===== src/rtl/mem_pkg.sv =====
// mem_pkg
// Shared constants and types for the processor memory responder.
//   - Default widths of the weight ROM and the x/result SRAM.
//   - Bit positions of the two processor chip selects.
//   - Encoding of the LOAD/RUN/DUMP control state.
package mem_pkg;

  localparam int DATA_W = 8;
  localparam int ADDR_W = 7;
  localparam int RAM_AW = 6;

  // Positions inside the processor csb bus; both selects are active-low.
  localparam int CSB_ROM = 1;
  localparam int CSB_RAM = 0;

  typedef enum logic [1:0] {
    ST_LOAD = 2'd0,
    ST_RUN  = 2'd1,
    ST_DUMP = 2'd2
  } state_t;

endpackage


===== src/rtl/sp_mem_array.sv =====
// sp_mem_array
// Word-addressed storage with one write port and one registered read port,
// matching the one-cycle read latency of the OpenRAM macros.
// Ports:
//   clk    - clock; writes and reads happen on its rising edge
//   rst    - asynchronous active-low reset, clears only the read register
//   we     - write enable
//   waddr  - write address
//   wdata  - write data
//   re     - read enable; rdata holds its value when low
//   raddr  - read address
//   rdata  - registered read data
module sp_mem_array #(
  parameter  int DEPTH  = 64,
  parameter  int DATA_W = 8,
  localparam int AW     = (DEPTH > 1) ? $clog2(DEPTH) : 1
) (
  input  logic              clk,
  input  logic              rst,
  input  logic              we,
  input  logic [AW-1:0]     waddr,
  input  logic [DATA_W-1:0] wdata,
  input  logic              re,
  input  logic [AW-1:0]     raddr,
  output logic [DATA_W-1:0] rdata
);

  logic [DATA_W-1:0] mem [DEPTH];

  // Storage itself is never reset so it maps onto plain RAM cells.
  always_ff @(posedge clk) begin
    if (we) begin
      mem[waddr] <= wdata;
    end
  end

  // Read register: cleared on reset, otherwise holds until the next read.
  always_ff @(posedge clk or negedge rst) begin
    if (!rst) begin
      rdata <= '0;
    end else if (re) begin
      rdata <= mem[raddr];
    end
  end

endmodule


===== src/rtl/proc_mem_responder.sv =====
// proc_mem_responder
// Memory-side responder for the processor: serves weight ROM and x/result
// SRAM with OpenRAM-style csb/web/addr timing, lets a host preload both
// arrays, streams the SRAM back to the host, and owns the processor reset.
// Ports:
//   clk, rst            - clock and asynchronous active-low reset
//   proc_rst            - active-low processor reset, high only in RUN
//   csb, web, addr, din - processor memory request (csb[1] ROM, csb[0] SRAM)
//   dinw, dinx          - ROM / SRAM read data back to the processor
//   ld_valid, ld_ready, ld_sel, ld_addr, ld_data - host load port
//   ld_done             - pulse: loading finished, release the processor
//   dump_start          - pulse: stream the SRAM out
//   dump_valid, dump_ready, dump_data, dump_last - host dump stream
module proc_mem_responder #(
  parameter int DATA_W = mem_pkg::DATA_W,
  parameter int ADDR_W = mem_pkg::ADDR_W,
  parameter int RAM_AW = mem_pkg::RAM_AW
) (
  input  logic              clk,
  input  logic              rst,
  output logic              proc_rst,
  input  logic [1:0]        csb,
  input  logic              web,
  input  logic [ADDR_W-1:0] addr,
  input  logic [DATA_W-1:0] din,
  output logic [DATA_W-1:0] dinw,
  output logic [DATA_W-1:0] dinx,
  input  logic              ld_valid,
  output logic              ld_ready,
  input  logic              ld_sel,
  input  logic [ADDR_W-1:0] ld_addr,
  input  logic [DATA_W-1:0] ld_data,
  input  logic              ld_done,
  input  logic              dump_start,
  output logic              dump_valid,
  input  logic              dump_ready,
  output logic [DATA_W-1:0] dump_data,
  output logic              dump_last
);

  import mem_pkg::*;

  localparam int ROM_DEPTH = 2 ** ADDR_W;
  localparam int RAM_DEPTH = 2 ** RAM_AW;

  state_t state;
  state_t state_next;

  logic [RAM_AW-1:0] dump_ptr;

  logic              rom_we;
  logic              rom_re;
  logic              ram_we;
  logic              ram_re;
  logic [RAM_AW-1:0] ram_waddr;
  logic [RAM_AW-1:0] ram_raddr;
  logic [DATA_W-1:0] ram_wdata;
  logic [DATA_W-1:0] rom_rdata;
  logic [DATA_W-1:0] ram_rdata;

  // State register.
  always_ff @(posedge clk or negedge rst) begin
    if (!rst) begin
      state <= ST_LOAD;
    end else begin
      state <= state_next;
    end
  end

  // Next state and array port muxing. ld_done beats dump_start in LOAD.
  // In DUMP the SRAM read port belongs to the dump pointer, and a read is
  // issued in every cycle where no word is currently being offered.
  always_comb begin
    state_next = state;
    ld_ready   = 1'b0;
    rom_we     = 1'b0;
    rom_re     = 1'b0;
    ram_we     = 1'b0;
    ram_re     = 1'b0;
    ram_waddr  = ld_addr[RAM_AW-1:0];
    ram_raddr  = addr[RAM_AW-1:0];
    ram_wdata  = ld_data;
    case (state)
      ST_LOAD: begin
        ld_ready = 1'b1;
        rom_we   = ld_valid && ld_sel;
        ram_we   = ld_valid && !ld_sel;
        if (ld_done) begin
          state_next = ST_RUN;
        end else if (dump_start) begin
          state_next = ST_DUMP;
        end
      end
      ST_RUN: begin
        rom_re    = !csb[CSB_ROM];
        ram_re    = !csb[CSB_RAM] && web;
        ram_we    = !csb[CSB_RAM] && !web;
        ram_waddr = addr[RAM_AW-1:0];
        ram_wdata = din;
        if (dump_start) begin
          state_next = ST_DUMP;
        end
      end
      ST_DUMP: begin
        ram_re    = !dump_valid;
        ram_raddr = dump_ptr;
        if (dump_valid && dump_ready && dump_last) begin
          state_next = ST_LOAD;
        end
      end
      default: begin
        state_next = ST_LOAD;
      end
    endcase
  end

  // Processor reset follows the state being entered, so it rises on the
  // edge into RUN and falls on the edge into DUMP.
  always_ff @(posedge clk or negedge rst) begin
    if (!rst) begin
      proc_rst <= 1'b0;
    end else begin
      proc_rst <= (state_next == ST_RUN);
    end
  end

  // Dump sequencer: a read cycle raises dump_valid, a handshake drops it
  // and advances the pointer. The pointer wraps to 0 after the last word.
  always_ff @(posedge clk or negedge rst) begin
    if (!rst) begin
      dump_ptr   <= '0;
      dump_valid <= 1'b0;
      dump_last  <= 1'b0;
    end else if (state == ST_DUMP) begin
      if (!dump_valid) begin
        dump_valid <= 1'b1;
        dump_last  <= (dump_ptr == {RAM_AW{1'b1}});
      end else if (dump_ready) begin
        dump_valid <= 1'b0;
        dump_last  <= 1'b0;
        dump_ptr   <= dump_ptr + 1'b1;
      end
    end else begin
      dump_ptr   <= '0;
      dump_valid <= 1'b0;
      dump_last  <= 1'b0;
    end
  end

  sp_mem_array #(
    .DEPTH  (ROM_DEPTH),
    .DATA_W (DATA_W)
  ) u_rom (
    .clk   (clk),
    .rst   (rst),
    .we    (rom_we),
    .waddr (ld_addr),
    .wdata (ld_data),
    .re    (rom_re),
    .raddr (addr),
    .rdata (rom_rdata)
  );

  sp_mem_array #(
    .DEPTH  (RAM_DEPTH),
    .DATA_W (DATA_W)
  ) u_ram (
    .clk   (clk),
    .rst   (rst),
    .we    (ram_we),
    .waddr (ram_waddr),
    .wdata (ram_wdata),
    .re    (ram_re),
    .raddr (ram_raddr),
    .rdata (ram_rdata)
  );

  assign dinw      = rom_rdata;
  assign dinx      = ram_rdata;
  assign dump_data = (state == ST_DUMP) ? ram_rdata : '0;

endmodule


===== config.mk =====
export PLATFORM = sky130hd
export DESIGN_NAME = proc_mem_responder
export DESIGN_NICKNAME = d
export VERILOG_FILES = /design/src/rtl/mem_pkg.sv /design/src/rtl/sp_mem_array.sv /design/src/rtl/proc_mem_responder.sv
export SDC_FILE = /design/constraint.sdc
export NUM_CORES = 2
export LEC_CHECK = 0
export ABC_AREA = 1
export BUFFER_PORTS_ARGS = -buffer_cell sky130_fd_sc_hd__buf_2
export CELL_PAD_IN_SITES_DETAIL_PLACEMENT = 0
export CELL_PAD_IN_SITES_GLOBAL_PLACEMENT = 2
export CORE_ASPECT_RATIO = 0.75
export CORE_MARGIN = 4
export CORE_UTILIZATION = 45
export CTS_BUF_LIST = sky130_fd_sc_hd__clkbuf_8
export DETAILED_ROUTE_END_ITERATION = 6
export GPL_ROUTABILITY_DRIVEN = 1
export PLACE_DENSITY = 0.9
export SETUP_SLACK_MARGIN = 0.15
export SLEW_MARGIN = 30
export SYNTH_ARGS = -nofsm -noshare
export SYNTH_HDL_FRONTEND = slang
export SYNTH_HIERARCHICAL = 1
export SYNTH_SLANG_ARGS = --single-unit

===== constraint.sdc =====
create_clock -name clk -period 3.2 [get_ports clk]
set_input_delay 0.32 -clock clk [delete_from_list [all_inputs] [get_ports clk]]
set_output_delay 0.32 -clock clk [all_outputs]
set_load 0.05 [all_outputs]

# --- Yosys cells after proc, flatten, opt, wreduce, memory -nomap -nowiden ---
# Memories as Yosys holds them, arrays and structs flattened. A register that Yosys moved wholly into a read port is not among the register bits.
# Index checks and enable logic that the tools add are counted.
totals:
  latch_bits: 0
  reg_bits: 11
  output_inout_bits: 28
  ramBits: 1536
  romBits: 0
  n_memories: 2
  wordCells: 56
  in_bits: 40
classes:
  order_cmp: 0
  add_sub_neg: 1
  muxes: 26
  mul: 0
  eq_ne: 7
  n_reduce_logical: 15
  bitwise_logic: 0
  shift: 0
  div: 0
memory_table:
  columns: ["memory", "depth", "word_bits", "rd", "rd_clocked_by_memory_dff", "wr", "line_no", "text"]
  rows:
  - ["u_rom.mem", 128, 8, 1, 1, 1, "sp_mem_array.sv:28", "logic [DATA_W-1:0] mem [DEPTH];"]
  - ["u_ram.mem", 64, 8, 1, 1, 1, "sp_mem_array.sv:28", null]
ops:
  columns: ["cell", "count"]
  rows:
  - ["$mux W6", 5]
  - ["$mux W8", 2]
  - ["$mux W1", 13]
  - ["$logic_not A1 Y1", 7]
  - ["$add A6 B1 Y6 const B", 1]
  - ["$eq A6 B6 Y1 const B", 1]
  - ["$logic_and A1 B1 Y1", 6]
  - ["$mux W2", 3]
  - ["$pmux W2 S3", 1]
  - ["$eq A2 B1 Y1 const B", 2]
  - ["$ne A2 B2 Y1 const B", 2]
  - ["$pmux W1 S2", 2]
  - ["$ne A3 B3 Y1 const B", 1]
  - ["$eq A2 B2 Y1 const B", 1]
  - ["$logic_not A2 Y1", 1]
  - ["$reduce_and A2 Y1", 1]

# --- Logic depth before layout (Yosys ltp) ---
logic_depth:
  word_depth: 5
  depth_mapped: 20
  depth_no_buf: 16

# --- Cells and area by module ---
# The synthesis kept the hierarchy.
by_module_without_submodules:
  columns: ["module", "seq_area_each_um2", "cells_each", "area_per_inst_um2", "instances"]
  rows:
  - ["sp_mem_array (u_rom)", 30949.7, 3546, 42276.8, 1]
  - ["sp_mem_array (u_ram)", 15574.9, 1799, 21329.2, 1]
  - ["proc_mem_responder", 275.3, 159, 991.0, 1]

# --- Worst setup path before layout ---
# OpenSTA, ideal clock, no wires.
synth_timing:
  path_type: "flip-flop to flip-flop"
  start: "reg state[0]"
  end: "mem u_ram.mem[48][0], enable pin"
  stages_incl_launch_ff: 8
  setup_time_ns: 0.395
  path_slack_ns: 0.159
  period_less_slack_ns: 3.041
  path_buffers: 1
  required_ns: 2.805
  arrival_time_ns: 2.646
  path_cell_list: "dfrtp_1 inv_1 ha_1 nand2_1 o32ai_1 clkbuf_1 nand4_1 nor4_1"
synth_via:
  elab_chain_len: 4
  elab_cells_between_ends: 6
  cone_classes: "eq/ne (1); mux (4); reduce/logical (1)"
synth_rtl:
  columns: ["element", "line_no", "text"]
  rows:
  - ["start: declaration", "proc_mem_responder.sv:46", "state_t state;"]
  - ["start signal: assignment", "proc_mem_responder.sv:66", "state <= state_next;"]
  - ["$eq A2 B1 Y1 / $logic_not A2 Y1 (equally long branches)", "proc_mem_responder.sv:83", "case (state)"]
  - ["$pmux W1 S2 *", "proc_mem_responder.sv:83", null]
  - ["via ram_we", "proc_mem_responder.sv:53", "logic ram_we;"]
  - ["$mux W1 *", "sp_mem_array.sv:32", "if (we) begin"]
  - ["$mux W1 (not written as such) *", "sp_mem_array.sv:33", "mem[waddr] <= wdata;"]
  - ["end: declaration", "sp_mem_array.sv:28", null]
# The timed path passes the listed nets; every way through them passes the cells marked *.

# --- Worst setup path after layout ---
layout_timing:
  start: "reg state[0]"
  end: "mem u_rom.mem[92][4], enable pin"
layout_via:
  elab_chain_len: 4
layout_rtl:
  columns: ["element", "line_no", "text"]
  rows:
  - ["$logic_not A2 Y1", "proc_mem_responder.sv:83", null]
  - ["$mux W1", "proc_mem_responder.sv:83", null]
  - ["via rom_we", "proc_mem_responder.sv:51", "logic rom_we;"]
  - ["$mux W1", "sp_mem_array.sv:32", null]
  - ["$mux W1 (not written as such)", "sp_mem_array.sv:33", null]
  - ["end: declaration", "sp_mem_array.sv:28", null]
# The timed path passes the listed nets, and every way through them passes these cells.

==> out/qor_table.md <==
| Result | Value |
| --- | --- |
| Status | finished, final reports clean |
| Number of buffers added by the clock tree synthesis step | 236 |
| Portion of the post-synthesis area used by sequential elements | 72.45% |
| Critical path class | register to register |
| Vias after detailed routing | 43,230 |
| Master of the slowest instance on the critical path | nand2_1 |
| Initial antenna violation count | 3 |
| Mapped Avg Cell Area | 11.74 sq um |
| Worst max-slew margin expressed relative to the limit | 33.72% |
| Number of cells produced by synthesis | 5,504 |
| Filler instances | 12,420 |
| Overflow left after global routing | 0 |
| Total global-route track usage | 23.27% |
| Crit-path cells | inv_1 > ha_1 > nand2_1 > nor2_1 > buf_4 > nand2_1 > nor2_1 > buf_4 |
| Total cell area at the placement stage | 68,100 sq um |
| Number of DRC violations after detailed routing | 0 |
| Clock tree from TritonCTS | built |
| Largest area contributor in the netlist | edfxtp_1 |
| Peak Freq | 0.3378 GHz |
| Height of the chip | 336.1 microns |
| Shortest clock period the worst path allows after layout | 2960 ps |
| Crit. End Element | register |
| Power density over the cells | 648.5 nW/um^2 |
| Detailed Route Iter0 Violations | 5,122 |
| Syn Std Cell Area | 64,600 sq um |
| Area of the multi-input gates | 15,350 sq um |
| Area grow syn2layout | 12.54% |
| Required time at the worst-slack endpoint | 3830 ps |
| Number of input and output port buffers inserted | 67 |
| Detailed placement HPWL | 103,300 microns |
| Number of clock sinks | 1,563 |
| Number of nets in the layout | 5,829 |
| Path class of the lowest-slack min-delay path | input port to register |
| Final worst clock skew | 49.06 ps |
| Most common library cell in the layout ignoring fill and taps | nand2_1 |
| H-tree depth | 4 |
| Post-detailed-route wirelength per cell | 22.46 microns |
| Pin count of the biggest net entering global routing | 129 |
| Total negative setup slack | 0 ps |
| Worst-margin pin slew | 994.2 ps |
| Placer congestion estimate | 0.8563 |
| Kind of launch point of the worst setup path | register |
| Clock-pin slew reported for the worst setup and hold paths after clock tree synthesis | 70 ps |
| Top area cells in the synthesized netlist | edfxtp_1, nand3_1, nand2_1, buf_6, buf_2 |
| Design area | 72,700 sq um |
| Sequential cell area | 46,800 sq um |
| Final worst-path cycle share | 92.50% |
| Peak supply drop | 0.4332 mV |
| Final WL | 176,800 microns |
| Highest-count cells in the layout ignoring fill and taps | nand2_1, edfxtp_1, nand3_1 |
| Number of hold-slack violations in the final timing report | 0 |
| Maximum buffer depth of the clock tree | 3 |
| Static Leak | 26.48 nW |
| Delay of the slowest cell on the worst path | 520 ps |
| Clock Root Buffer | clkbuf_8 |
| Horiz. Die Dim | 445.5 microns |
| Via count of the first global-routing pass | 40,240 |
| Nets in the synthesized netlist | 5,549 |
| First-pass GRT wire length | 261,900 microns |
| RSZ-0062 raised after global routing | true |
| Starting density of the core | 45.29% |
| Share of Yosys cell area claimed by the top area cell type | 71.40% |
| Vias per Instance | 5.491 |
| Arrival time at the worst endpoint | 3590 ps |
| Number of buffer and inverter stages on the critical path | 3 |
| Number of primary I/O pins | 68 |
| Row cnt | 120 |
| Family of cells with the greatest summed delay on the critical path | simple AND/OR/NAND/NOR gates |
| Yosys cell types | 33 |
| Number of detailed-routing iterations run before antenna repair | 5 |
| Reported max-cap violation count | 0 |
| Detail Route Antenna Nets | 0 |
| Max-slew violation count | 0 |
| Max Fanout on Critical Path | 12 |
| Setup fix buffers added after clock tree synthesis | 0 |
| Clk_lat worst skew | 930 ps |
| Area of the core | 142,600 sq um |
| Number of synthesis warnings | 6 |
| Final count of negative-setup-slack endpoints | 0 |
| Area of the die | 149,700 sq um |
| Fraction of final layout cells with drive strength greater than 1 | 11.60% |
| Total of flip-flops plus latches after synthesis | 1,563 |
-- worst reg2reg max path, cell delays in order (launching register included) --
cell and delay, ps:
dfrtp_1 410, inv_1 140, ha_1 380, nand2_1 120, nor2_1 110, buf_4 240
nand2_1 530, nor2_1 530, buf_4 230
-- state kept, by name (all words and copies together) (netlist names) --
| name | count |
|---|---|
| dump_last | 1 |
| dump_ptr | 6 |
| dump_valid | 1 |
| proc_rst | 1 |
| state | 2 |
| u_ram/mem | 512 |
| u_ram/rdata | 8 |
| u_rom/mem | 1024 |
| u_rom/rdata | 8 |
-- cell type report --
class | instances | area share, %
diodes | 1 | 0.003442
clock buffers | 246 | 4.657
inverters | 65 | 0.3890
clock inverters | 190 | 1.148
multi-input cells | 3524 | 21.12
flip-flops and latches | 1563 | 64.38
well taps | 1891 | 3.255
repair buffers | 394 | 5.055
-- cells in the mapped netlist, drive strengths merged --
library cell	count
a21boi	1
a21oi	5
buf	301
clkbuf	51
dfrtp	27
edfxtp	1536
ha	5
inv	65
nand2	1804
nand3	1464
nand4	11
nor2	200
nor3	10
nor4	8
o211ai	1
o21ai	12
o31ai	1
o32ai	1
or2	1
-- kinds of logic after synthesis --
family / share of synthesized area [%]
adder cells (fa/ha/maj): 0.09685
flip-flops: 72.45
AND/OR/NAND/NOR: 23.32
AO/OA/AOI/OAI: 0.1879
buffers and inverters: 3.949
-- repair_timing --
action                     in CTS  in global routing
hold endpoints to repair      507                 27
hold buffers                   27                  1
setup endpoints to repair       0                 99
gates resized for setup         0                 21
-- final timing paths --
path	from	to	slack, ps	cells past startpoint
worst max-delay path	state[0]	u_rom/mem[92][4]	240	8
worst min-delay path	din[0]	u_ram/mem[38][0]	210	3
worst max register to register	state[0]	u_rom/mem[92][4]	240	8
worst min register to register	u_rom/rdata[1]	u_rom/rdata[1]	540	2
max in group asynchronous	rst	dump_ptr[5]	2340	3
min in group asynchronous	rst	u_ram/rdata[1]	470	3
-- per-stage QoR --
stage	util [%]	hold WS (ps)	cells	total power, W	worst slack, ps
after CTS	50.89	6.183	7871	0.04732	208.5
after floorplan	-	24.41	5504	0.02935	159.2
after global placement	47.74	495.0	7408	0.03250	280.7
after detailed placement	47.74	517.5	7408	0.03255	271.0
after global routing	50.97	138.2	7874	0.04916	138.3
final	50.97	210.8	7874	0.04714	239.9
-- metal layers --
layer / routed length, microns / vias up / global-route usage, %
met5: 12 / - / 0
met4: 3597 / 2 / 6.162
met3: 16200 / 222 / 4.933
met2: 75700 / 1838 / 33.19
met1: 81310 / 21170 / 36.13
li1: - / 20000 / -
-- power breakdown --
group	internal, W	switching (W)
registers	0.0233	0.000162
logic	0.00232	0.00652
clock network	0.00717	0.00765
Power figures use the tool's default switching activity.
